<file path="src/rtl/mult8_seq_arb.sv">
// Two-requester 8x8 unsigned multiplier built on a shared external 4x4 multiplier.
// Four nibble partial products are accumulated over four cycles, then the result is held until taken.
module mult8_seq_arb #(
  parameter bit RR_EN = 1'b1
) (
  input  logic        clk,
  input  logic        rst_n,
  input  logic        req0_valid,
  output logic        req0_ready,
  input  logic [7:0]  req0_a,
  input  logic [7:0]  req0_b,
  input  logic        req1_valid,
  output logic        req1_ready,
  input  logic [7:0]  req1_a,
  input  logic [7:0]  req1_b,
  output logic [3:0]  mm_a,
  output logic [3:0]  mm_b,
  input  logic [7:0]  mm_p,
  output logic        rsp_valid,
  input  logic        rsp_ready,
  output logic [15:0] rsp_p,
  output logic        rsp_id
);

  typedef enum logic [1:0] {
    IDLE = 2'd0,
    CALC = 2'd1,
    DONE = 2'd2
  } state_t;

  state_t      state;
  logic [1:0]  step;
  logic [7:0]  a_q;
  logic [7:0]  b_q;
  logic        id_q;
  logic [15:0] acc;
  logic        rr_ptr;

  logic        gnt_id;
  logic        accept;
  logic [15:0] partial;

  // Arbitration: ready is combinational so the requester sees the grant in the same cycle.
  always_comb begin
    gnt_id = 1'b0;
    if (req0_valid && req1_valid) begin
      gnt_id = RR_EN ? rr_ptr : 1'b0;
    end else begin
      gnt_id = req1_valid;
    end
    req0_ready = (state == IDLE) && req0_valid && !gnt_id;
    req1_ready = (state == IDLE) && req1_valid && gnt_id;
    accept     = req0_ready || req1_ready;
  end

  // Nibble selection: step[1] picks the A nibble, step[0] the B nibble.
  always_comb begin
    mm_a    = 4'h0;
    mm_b    = 4'h0;
    partial = 16'h0000;
    if (state == CALC) begin
      mm_a = step[1] ? a_q[7:4] : a_q[3:0];
      mm_b = step[0] ? b_q[7:4] : b_q[3:0];
      case (step)
        2'd0:    partial = 16'(mm_p);
        2'd1,
        2'd2:    partial = 16'(mm_p) << 4;
        default: partial = 16'(mm_p) << 8;
      endcase
    end
  end

  always_ff @(posedge clk) begin
    if (!rst_n) begin
      state     <= IDLE;
      step      <= 2'd0;
      a_q       <= 8'h00;
      b_q       <= 8'h00;
      id_q      <= 1'b0;
      acc       <= 16'h0000;
      rr_ptr    <= 1'b0;
      rsp_valid <= 1'b0;
      rsp_p     <= 16'h0000;
      rsp_id    <= 1'b0;
    end else begin
      case (state)
        IDLE: begin
          if (accept) begin
            a_q   <= gnt_id ? req1_a : req0_a;
            b_q   <= gnt_id ? req1_b : req0_b;
            id_q  <= gnt_id;
            acc   <= 16'h0000;
            step  <= 2'd0;
            state <= CALC;
            if (RR_EN) begin
              rr_ptr <= ~gnt_id;
            end
          end
        end
        CALC: begin
          acc  <= acc + partial;
          step <= step + 2'd1;
          if (step == 2'd3) begin
            rsp_p     <= acc + partial;
            rsp_id    <= id_q;
            rsp_valid <= 1'b1;
            state     <= DONE;
          end
        end
        DONE: begin
          if (rsp_ready) begin
            rsp_valid <= 1'b0;
            state     <= IDLE;
          end
        end
        default: begin
          state <= IDLE;
        end
      endcase
    end
  end

endmodule

</file>
<file path="config.mk">
export PLATFORM = sky130hd
export DESIGN_NAME = mult8_seq_arb
export DESIGN_NICKNAME = d
export VERILOG_FILES = /design/src/rtl/mult8_seq_arb.sv
export SDC_FILE = /design/constraint.sdc
export NUM_CORES = 1
export LEC_CHECK = 0
export CAP_MARGIN = 20
export CORE_MARGIN = 1
export CORE_UTILIZATION = 25
export DETAILED_ROUTE_END_ITERATION = 8
export MAX_ROUTING_LAYER = met4
export SYNTH_ARGS = -nofsm -noshare
export SYNTH_HDL_FRONTEND = slang
export SYNTH_SLANG_ARGS = --single-unit
</file>
<file path="constraint.sdc">
create_clock -name clk -period 8.85 [get_ports clk]
set_clock_uncertainty 0.05 [all_clocks]
set_input_delay 1.3275 -clock clk [delete_from_list [all_inputs] [get_ports clk]]
set_output_delay 1.3275 -clock clk [all_outputs]
set_load 0.1 [all_outputs]
</file>
==> results of run 1 <==
## kinds of logic (layout without fill, tap and decap cells)
| family | after synthesis | count (layout) |
|---|---|---|
| and+or+nand+nor | 172 | 172 |
| AOI/OAI and AO/OA | 107 | 107 |
| DFF | 56 | 56 |
| buffers and inverters | 33 | 95 |
| muxes | 21 | 21 |
| adders and majority gates | 18 | 18 |
| xor gates and xnor gates | 11 | 11 |
## through the flow
step	worst slack (ns)	area, um^2	instances	hold slack, ns	util (%)
after global placement	3.30	4160	643	0.394	32.7
after detailed placement	3.21	4160	643	0.399	32.7
after CTS	3.20	4310	651	0.409	33.9
after global routing	3.46	4320	652	0.432	33.9
after floorplan	3.66	3280	418	0.380	-
final	3.55	4320	652	0.406	33.9
## per-layer routing
metal  GRT usage [%]  share of wire (%)  routed length (um)  vias to the layer above
li1                -                  -                   -                     1621
met1            16.5                 46                4230                     1461
met2            23.8                 46                4170                      100
met3            3.43                6.8                 626                       10
met4            4.30                1.3                 120                        0
met5               -                  0                   0                        -
## worst max-delay path by stage
stage	startpoint	to	slack, ns
detailed placement	req1_valid	req1_ready	3.21
global placement	req0_valid	req1_ready	3.30
finish	req1_valid	req1_ready	3.55
floorplan	req0_valid	req1_ready	3.66
CTS	req1_valid	req1_ready	3.20
global route	req1_valid	req1_ready	3.46
## placed cells by master, fill, tap and decap left out, types with 6 or more instances in the layout
master / count
buf_4: 6
nand2_1: 52
clkdlybuf4s50_1: 72
and3_1: 9
ha_1: 17
dfxtp_1: 56
nand3_1: 25
xnor2_1: 8
o21ai_0: 13
nor3_1: 9
nand2b_1: 7
a21oi_1: 39
nor2_1: 52
inv_1: 8
mux2i_1: 20
a211oi_1: 13
## state kept, by name, summed over array words and instances, names as in the netlist
register and count:
id_q 1, a_q 8, rsp_p 16, rsp_valid 1, state 2, rr_ptr 1
b_q 8, acc 16, step 2, rsp_id 1
## worst min-delay path, delay by kind of cell (launching register included)
family / cells / cell delay, ns
compound gates: 1 / 0.05
flops: 1 / 0.31
simple gates: 1 / 0.05
## final cells by class
| cell class | count | area (um^2) |
|---|---|---|
| clock buffer | 5 | 125 |
| clock inverter | 3 | 25.0 |
| fill | 1417 | 8410 |
| inverter | 9 | 33.8 |
| multi-input combinational | 329 | 2030 |
| sequential | 56 | 1120 |
| tap | 172 | 215 |
| timing repair buffer | 78 | 766 |
## power by group through the flow
| stage | registers, mW | clock network (mW) | logic, mW |
|---|---|---|---|
| 6_report | 0.271 | 0.209 | 0.134 |
| 5_1_grt | 0.273 | 0.223 | 0.145 |
| 4_1_cts | 0.271 | 0.214 | 0.134 |
| 3_5_place_dp | 0.277 | 0 | 0.133 |
| 3_3_place_gp | 0.277 | 0 | 0.131 |
| 2_1_floorplan | 0.275 | 0 | 0.0893 |
==> run_results.csv, run 1 <==
group,metric,value,unit
worst_setup_path,cp_slowest_stage_delay,1.26,ns
yosys,synthMostInstantiatedCell,"dfxtp_1",
yosys,synth-edff-count,0,
yosys,ys_types,53,
clock_tree,postCtsHoldBufs,0,
route,via_per_inst,4.90,
place,place_hpwl,6700,um
clock_tree,cts_max_level,2,
worst_setup_path,critPathBufInv,2,
floorplan,die_area,13600,um^2
route,ant_nets,0,
timing,clock.fmax,189,MHz
global_routing,grt_max_degree,45,
place,gp_congestion,0.849,
place,port_buffers,72,
route,dr_total_vias,3192,
timing,tightest_slew,1.02,ns
yosys,ys_top_cells_by_area,"dfxtp_1 (34%), ha_1 (6.5%), mux2i_1 (6.1%)",
timing,slew_violations,0,
yosys,synth_top_family_by_area,"simple AND/OR/NAND/NOR gates",
worst_setup_path,path_max_fanout,7,
run_status,outcome,"finished clean",
yosys,seq_area_frac_synth,34.1,%
finish,drive_gt1_share,4.79,%
worst_setup_path,arrival,3.92,ns
yosys,synth_top_area_share,34.1,%
yosys,synth_top_flop_cell,"dfxtp_1",
global_routing,track_usage,14.1,%
yosys,synthMuxAreaShare,6.44,%
route,drt_iter0_markers,159,
yosys,mappedNetlistArea,3280,um^2
worst_setup_path,crit_top_cell,"clkdlybuf4s50_1",
finish,areaGrowthSynthToFinish,31.4,%
yosys,synth_compound_area_share,21.3,%
route,routedWlPerCell,14.0,um
clock_tree,post_cts_buffers,0,
worst_setup_path,rr_worst_depth,10,
yosys,synth_area_leader_cell,"dfxtp_1",
power_and_ir_drop,p_comb_share,21.9,%
worst_setup_path,r2r_start,"step[0]$_SDFFE_PN0P_",
run,max_cap_viol_count,0,
worst_setup_path,worstPathRequired,7.47,ns
power_and_ir_drop,p_leak,1.61,nW
worst_setup_path,cp-end-kind,"output port",
route,firstDrtPassIters,5,
clock_tree,cts_resized,0,
global_routing,grt_pass1_wl,14600,um
timing,slew_headroom,31.9,%
global_routing,antenna_found_initial,0,
floorplan,initial_core_util,25.8,%
power_and_ir_drop,power_switching,192,uW
power_and_ir_drop,internal_power,423,uW
clock_tree,clk_latency,0.30,ns
worst_setup_path,r2r_end,"acc[14]$_SDFFE_PN0P_",
clock_tree,cts_buffer_depth,2,
yosys,synth_cells,418,
clock_tree,clkTransAtPathRegs,0.07,ns
worst_setup_path,cp.depth,4,
yosys,synth_area_per_cell,7.86,um^2
power_and_ir_drop,power.total,614,uW
floorplan,core,12700,um^2
floorplan,io-pin-count,73,
route,drc,0,
clock_tree,cts-root-buf,"clkbuf_16",
power_and_ir_drop,clkPwrFrac,34.0,%
power_and_ir_drop,irDropWorstVdd,0.0814,mV
worst_setup_path,critical_path_class,"input port to output port",
timing,fin_tns_setup,0,ns
timing,finalHoldViolCount,0,
yosys,synth_fa_ha_area_share,7.09,%
finish,fin_nets,542,
worst_hold_path,hold_end,"rsp_p[6]$_SDFFE_PN0P_",
finish,num_antenna_cells,0,
power_and_ir_drop,power_density,142,nW/um^2
timing,grt_setup_unrepaired,"false",
worst_hold_path,holdPathStages,2,
floorplan,rows,41,
yosys,yosysWarnings,0,
worst_hold_path,hold_start,"rsp_p[6]$_SDFFE_PN0P_",
floorplan,die_w,117,um
timing,fin_crit_sh,59.9,%
power_and_ir_drop,switching_share,31.2,%
timing,setup_viol,0,
clock_tree,cts_sinks,56,
yosys,synth_fp_nets,481,
global_routing,overflow,0,
worst_hold_path,hold_path_class,"flip-flop to flip-flop",
yosys,synth-seq-cells,56,
floorplan,die_h,117,um
yosys,async_flop_share,0,%
global_routing,grt_pass1_vias,3122,
power_and_ir_drop,seqPwrFrac,44.2,%
yosys,synthSimpleGateAreaFrac,24.0,%
clock_tree,cts_buffers,5,
worst_setup_path,rrSetupSlack,5.23,ns
worst_setup_path,cp_cell_sequence,"clkdlybuf4s50_1, o21ai_1, nor3_1, clkdlybuf4s50_1",
timing,finalCriticalPeriod,5.30,ns
worst_setup_path,cp-start-kind,"input port",
yosys,ys_top_cells_by_count,"dfxtp_1 (56), nand2_1 (52), nor2_1 (52), a21oi_1 (39), nand3_1 (25)",
yosys,synth-xor-area-share,2.93,%
clock_tree,cts_tree,"done",
worst_setup_path,critPathTopFamily,"buffers and inverters",
route,routed_wl,9150,um
worst_setup_path,cp_slowest_cell,"clkdlybuf4s50_1",
Note: power is estimated with default switching activity, not from simulation.
==> inputs of run 2 (changes only) <==
clock period = 5 ns   (was 8.85 ns; I/O delays follow)
==> run_results.csv, run 2 (synthesized netlist as in run 1, its figures left out) <==
group,metric,value,unit
finish,final_cell_area,4300,um^2
finish,final_common_cell,"clkdlybuf4s50_1",
run_status,outcome,"finished clean",
clock_tree,postCtsHoldBufs,0,
place,place_hpwl,6630,um
timing,grt_setup_unrepaired,"false",
floorplan,initial_core_util,25.8,%
timing,fin_crit_sh,75.0,%
finish,instances_no_fill,651,
finish,fin_nets,541,
finish,multi_input_area,2030,um^2
clock_tree,cts_resized,0,
place,dpl.cell_count,643,
worst_setup_path,cp-start-kind,"input port",
timing,hold_ws,0.409,ns
worst_setup_path,path_max_fanout,6,
timing,setup_viol,0,
global_routing,grt_pass1_wl,14800,um
clock_tree,cts_buffer_depth,2,
worst_setup_path,cp-end-kind,"output port",
finish,layout_common_cells,"clkdlybuf4s50_1 (71), dfxtp_1 (56), nor2_1 (52), nand2_1 (52), a21oi_1 (39)",
run,max_cap_viol_count,0,
route,firstDrtPassIters,4,
route,ant_nets,0,
timing,clock.fmax,267,MHz
route,dr_total_vias,3141,
power_and_ir_drop,power.total,1.07,mW
finish,num_antenna_cells,0,
place,port_buffers,72,
route,routedWlPerCell,13.5,um
global_routing,grt_pass1_vias,3059,
clock_tree,cts_buffers,5,
finish,final_util,33.8,%
timing,slew_headroom,32.5,%
floorplan,die_h,117,um
finish,regArea,1120,um^2
power_and_ir_drop,power_density,249,nW/um^2
clock_tree,clk_latency,0.29,ns
finish,drive_gt1_share,4.80,%
timing,tightest_slew,1.01,ns
power_and_ir_drop,p_leak,1.61,nW
route,via_per_inst,4.82,
worst_setup_path,worstPathRequired,4.20,ns
floorplan,die_w,117,um
floorplan,io-pin-count,73,
timing,fin_tns_setup,0,ns
finish,areaGrowthSynthToFinish,31.0,%
worst_setup_path,critical_path_class,"input port to output port",
global_routing,grt_max_degree,37,
clock_tree,cts_tree,"done",
timing,slew_violations,0,
worst_setup_path,arrival,2.95,ns
route,routed_wl,8790,um
clock_tree,post_cts_buffers,0,
floorplan,die_area,13600,um^2
clock_tree,clkTransAtPathRegs,0.07,ns
place,place_ws,1.25,ns
clock_tree,cts-root-buf,"clkbuf_16",
clock_tree,cts_sinks,56,
global_routing,antenna_found_initial,0,
place,dpl_cell_area,4160,um^2
route,drt_iter0_markers,171,
finish,fillers,1381,
global_routing,track_usage,14.2,%
timing,finalCriticalPeriod,3.75,ns
finish,largestRegisters,"acc x16, rsp_p x16",
floorplan,core,12700,um^2
route,drc,0,
clock_tree,cts_max_level,2,
timing,worst_slack,1.25,ns
global_routing,overflow,0,
floorplan,rows,41,
place,gp_congestion,0.878,
power_and_ir_drop,irDropWorstVdd,0.145,mV
worst_hold_path,hold_path_class,"flip-flop to flip-flop",
timing,finalHoldViolCount,0,
[run 2: per-layer routing]
metal	part of all wire [%]	vias to the layer above	GRT usage, %
li1	-	1618	-
met1	47	1417	18.1
met2	45	102	23.3
met3	6.9	4	3.84
met4	0.32	0	1.60
met5	0	-	-
[run 2: path summary, 6_finish.rpt]
check,from,endpoint,slack [ns],cells past startpoint
setup / recovery,req0_valid,req0_ready,1.25,4
setup reg to reg,step[0]$_SDFFE_PN0P_,acc[14]$_SDFFE_PN0P_,1.49,10
hold reg to reg,rsp_p[6]$_SDFFE_PN0P_,rsp_p[6]$_SDFFE_PN0P_,0.41,2
hold / removal,rsp_p[6]$_SDFFE_PN0P_,rsp_p[6]$_SDFFE_PN0P_,0.41,2
[run 2: cell type report]
class | count | share of cell area (%)
well taps | 172 | 5.00
multi-input cells | 329 | 47.2
inverters | 9 | 0.785
clock buffers | 5 | 2.91
flip-flops and latches | 56 | 26.0
clock inverters | 3 | 0.523
repair buffers | 77 | 17.6
[run 2: critical path, stage by stage]
cell and delay (ns):
clkdlybuf4s50_1 0.54, nand2_1 0.10, a21oi_1 0.34, clkdlybuf4s50_1 1.22
[run 2: report_power, final]
group	switching, mW	total [mW]	internal (mW)
Sequential	0.0148	0.480	0.465
Clock	0.169	0.357	0.188
Combinational	0.143	0.236	0.0925
Total	0.327	1.07	0.746
==> inputs of run 3 (changes only) <==
clock period = 3.6 ns   (was 5 ns; I/O delays follow)
==> run_results.csv, run 3 (synthesized netlist as in run 1, its figures left out) <==
group,metric,value,unit
clock_tree,clkTransAtPathRegs,0.07,ns
route,ant_nets,0,
power_and_ir_drop,p_leak,1.65,nW
power_and_ir_drop,seqPwrFrac,42.5,%
worst_hold_path,hold_path_class,"flip-flop to flip-flop",
power_and_ir_drop,switching_share,29.3,%
timing,worst_slack,0.416,ns
route,drt_iter0_markers,213,
timing,finalHoldViolCount,0,
timing,setup_viol,0,
floorplan,io-pin-count,73,
floorplan,initial_core_util,25.8,%
power_and_ir_drop,power_density,362,nW/um^2
worst_setup_path,cp-start-kind,"flip-flop",
global_routing,grt_max_degree,44,
run_status,outcome,"finished clean",
finish,drive_gt1_share,7.26,%
worst_setup_path,rrSetupSlack,0.42,ns
clock_tree,cts_sinks,56,
clock_tree,cts-root-buf,"clkbuf_16",
power_and_ir_drop,power.total,1.57,mW
timing,slew_violations,0,
worst_setup_path,r2r_end,"acc[14]$_SDFFE_PN0P_",
timing,tightest_slew,0.998,ns
route,routed_wl,8920,um
timing,slew_headroom,33.2,%
worst_hold_path,holdPathStages,2,
floorplan,core,12700,um^2
clock_tree,cts_resized,0,
power_and_ir_drop,clkPwrFrac,36.3,%
timing,fin_crit_sh,88.4,%
worst_setup_path,critical_path_class,"flip-flop to flip-flop",
timing,clock.fmax,314,MHz
clock_tree,post_cts_buffers,0,
floorplan,die_h,117,um
floorplan,die_area,13600,um^2
global_routing,grt_pass1_vias,3051,
power_and_ir_drop,power_switching,459,uW
finish,largestRegisters,"acc x16, rsp_p x16",
worst_setup_path,path_max_fanout,10,
global_routing,overflow,0,
route,routedWlPerCell,13.6,um
place,port_buffers,72,
clock_tree,clk_latency,0.30,ns
worst_hold_path,hold_start,"id_q$_SDFFE_PN0P_",
timing,grt_setup_unrepaired,"false",
clock_tree,cts_buffers,5,
worst_setup_path,arrival,3.35,ns
finish,layout_common_cells,"clkdlybuf4s50_1 (62), dfxtp_1 (56), nor2_1 (52), nand2_1 (52), a21oi_1 (39)",
finish,final_common_cell,"clkdlybuf4s50_1",
timing,fin_tns_setup,0,ns
worst_setup_path,rr_worst_depth,10,
run,max_cap_viol_count,0,
finish,fin_nets,544,
power_and_ir_drop,internal_power,1.11,mW
power_and_ir_drop,irDropWorstVdd,0.170,mV
place,place_ws,0.435,ns
finish,num_antenna_cells,0,
worst_setup_path,cp-end-kind,"flip-flop",
global_routing,grt_pass1_wl,14700,um
worst_hold_path,hold_end,"rsp_id$_SDFFE_PN0P_",
route,drc,0,
timing,finalCriticalPeriod,3.18,ns
power_and_ir_drop,p_comb_share,21.2,%
global_routing,track_usage,14.2,%
floorplan,rows,41,
clock_tree,postCtsHoldBufs,0,
worst_setup_path,worstPathRequired,3.76,ns
clock_tree,cts_tree,"done",
clock_tree,cts_buffer_depth,2,
global_routing,antenna_found_initial,0,
route,via_per_inst,4.83,
place,place_hpwl,6840,um
place,gp_congestion,0.901,
floorplan,die_w,117,um
route,dr_total_vias,3160,
clock_tree,cts_max_level,2,
route,firstDrtPassIters,5,
finish,areaGrowthSynthToFinish,31.8,%
worst_setup_path,r2r_start,"state[1]$_SDFFE_PN0P_",
## run 3: cell types whose count changed in the layout (fill, tap and decap cells not counted), sizes merged
cell           delta
bufinv            +1
clkbuf            +1
clkinv            -2
buf              +12
clkdlybuf4s50     -9
## run 3: power by group through the flow
stage	logic [mW]	clock network, mW	registers, mW
after global routing	0.362	0.607	0.669
final	0.332	0.568	0.665
after floorplan	0.220	0	0.675
after global placement	0.330	0	0.679
after CTS	0.333	0.578	0.665
after detailed placement	0.332	0	0.680
## run 3: worst max-delay path by stage
stage	slack (ns)	endpoint	from	cells after the start
6_report	0.42	acc[14]$_SDFFE_PN0P_	state[1]$_SDFFE_PN0P_	10
5_1_grt	0.14	acc[13]$_SDFFE_PN0P_	step[1]$_SDFFE_PN0P_	13
4_1_cts	0.41	acc[14]$_SDFFE_PN0P_	state[1]$_SDFFE_PN0P_	10
3_5_place_dp	0.43	acc[13]$_SDFFE_PN0P_	step[1]$_SDFFE_PN0P_	11
3_3_place_gp	0.43	acc[13]$_SDFFE_PN0P_	step[1]$_SDFFE_PN0P_	11
2_1_floorplan	0.61	acc[13]$_SDFFE_PN0P_	step[0]$_SDFFE_PN0P_	13
## run 3: layer usage
metal  wire [um]  track usage (%)  part of all wire, %  vias to the layer above
met5           0                -                    0                        -
met3         475             3.53                  5.3                       11
li1            -                -                    -                     1628
met1        4270             17.6                   48                     1436
met2        4070             23.4                   46                       85
met4         101             3.04                  1.1                        0
## run 3: final cells by class
type	count	area, um^2
fillers	1381	8390
clock buffers	6	129
flip-flops and latches	56	1120
multi-input cells	329	2040
repair buffers	80	756
clock inverters	2	38.8
well taps	172	215
inverters	9	33.8
## run 3: critical path, cell delays in order, from the launching register on
cell,delay (ns)
dfxtp_1,0.43
nand2b_1,0.39
nor2_1,0.18
and3_1,0.22
ha_1,0.20
fa_1,0.44
a21oi_1,0.19
o211ai_1,0.14
a31o_2,0.27
mux2_1,0.35
o31ai_1,0.25
## run 3: stage by stage
step	util [%]	cell area [um^2]	instances	hold slack [ns]
4_1_cts	34.0	4330	654	0.408
3_5_place_dp	32.7	4160	646	0.398
5_1_grt	34.0	4330	654	0.431
2_1_floorplan	-	3290	418	0.380
3_3_place_gp	32.7	4160	646	0.395
6_report	34.0	4330	654	0.405
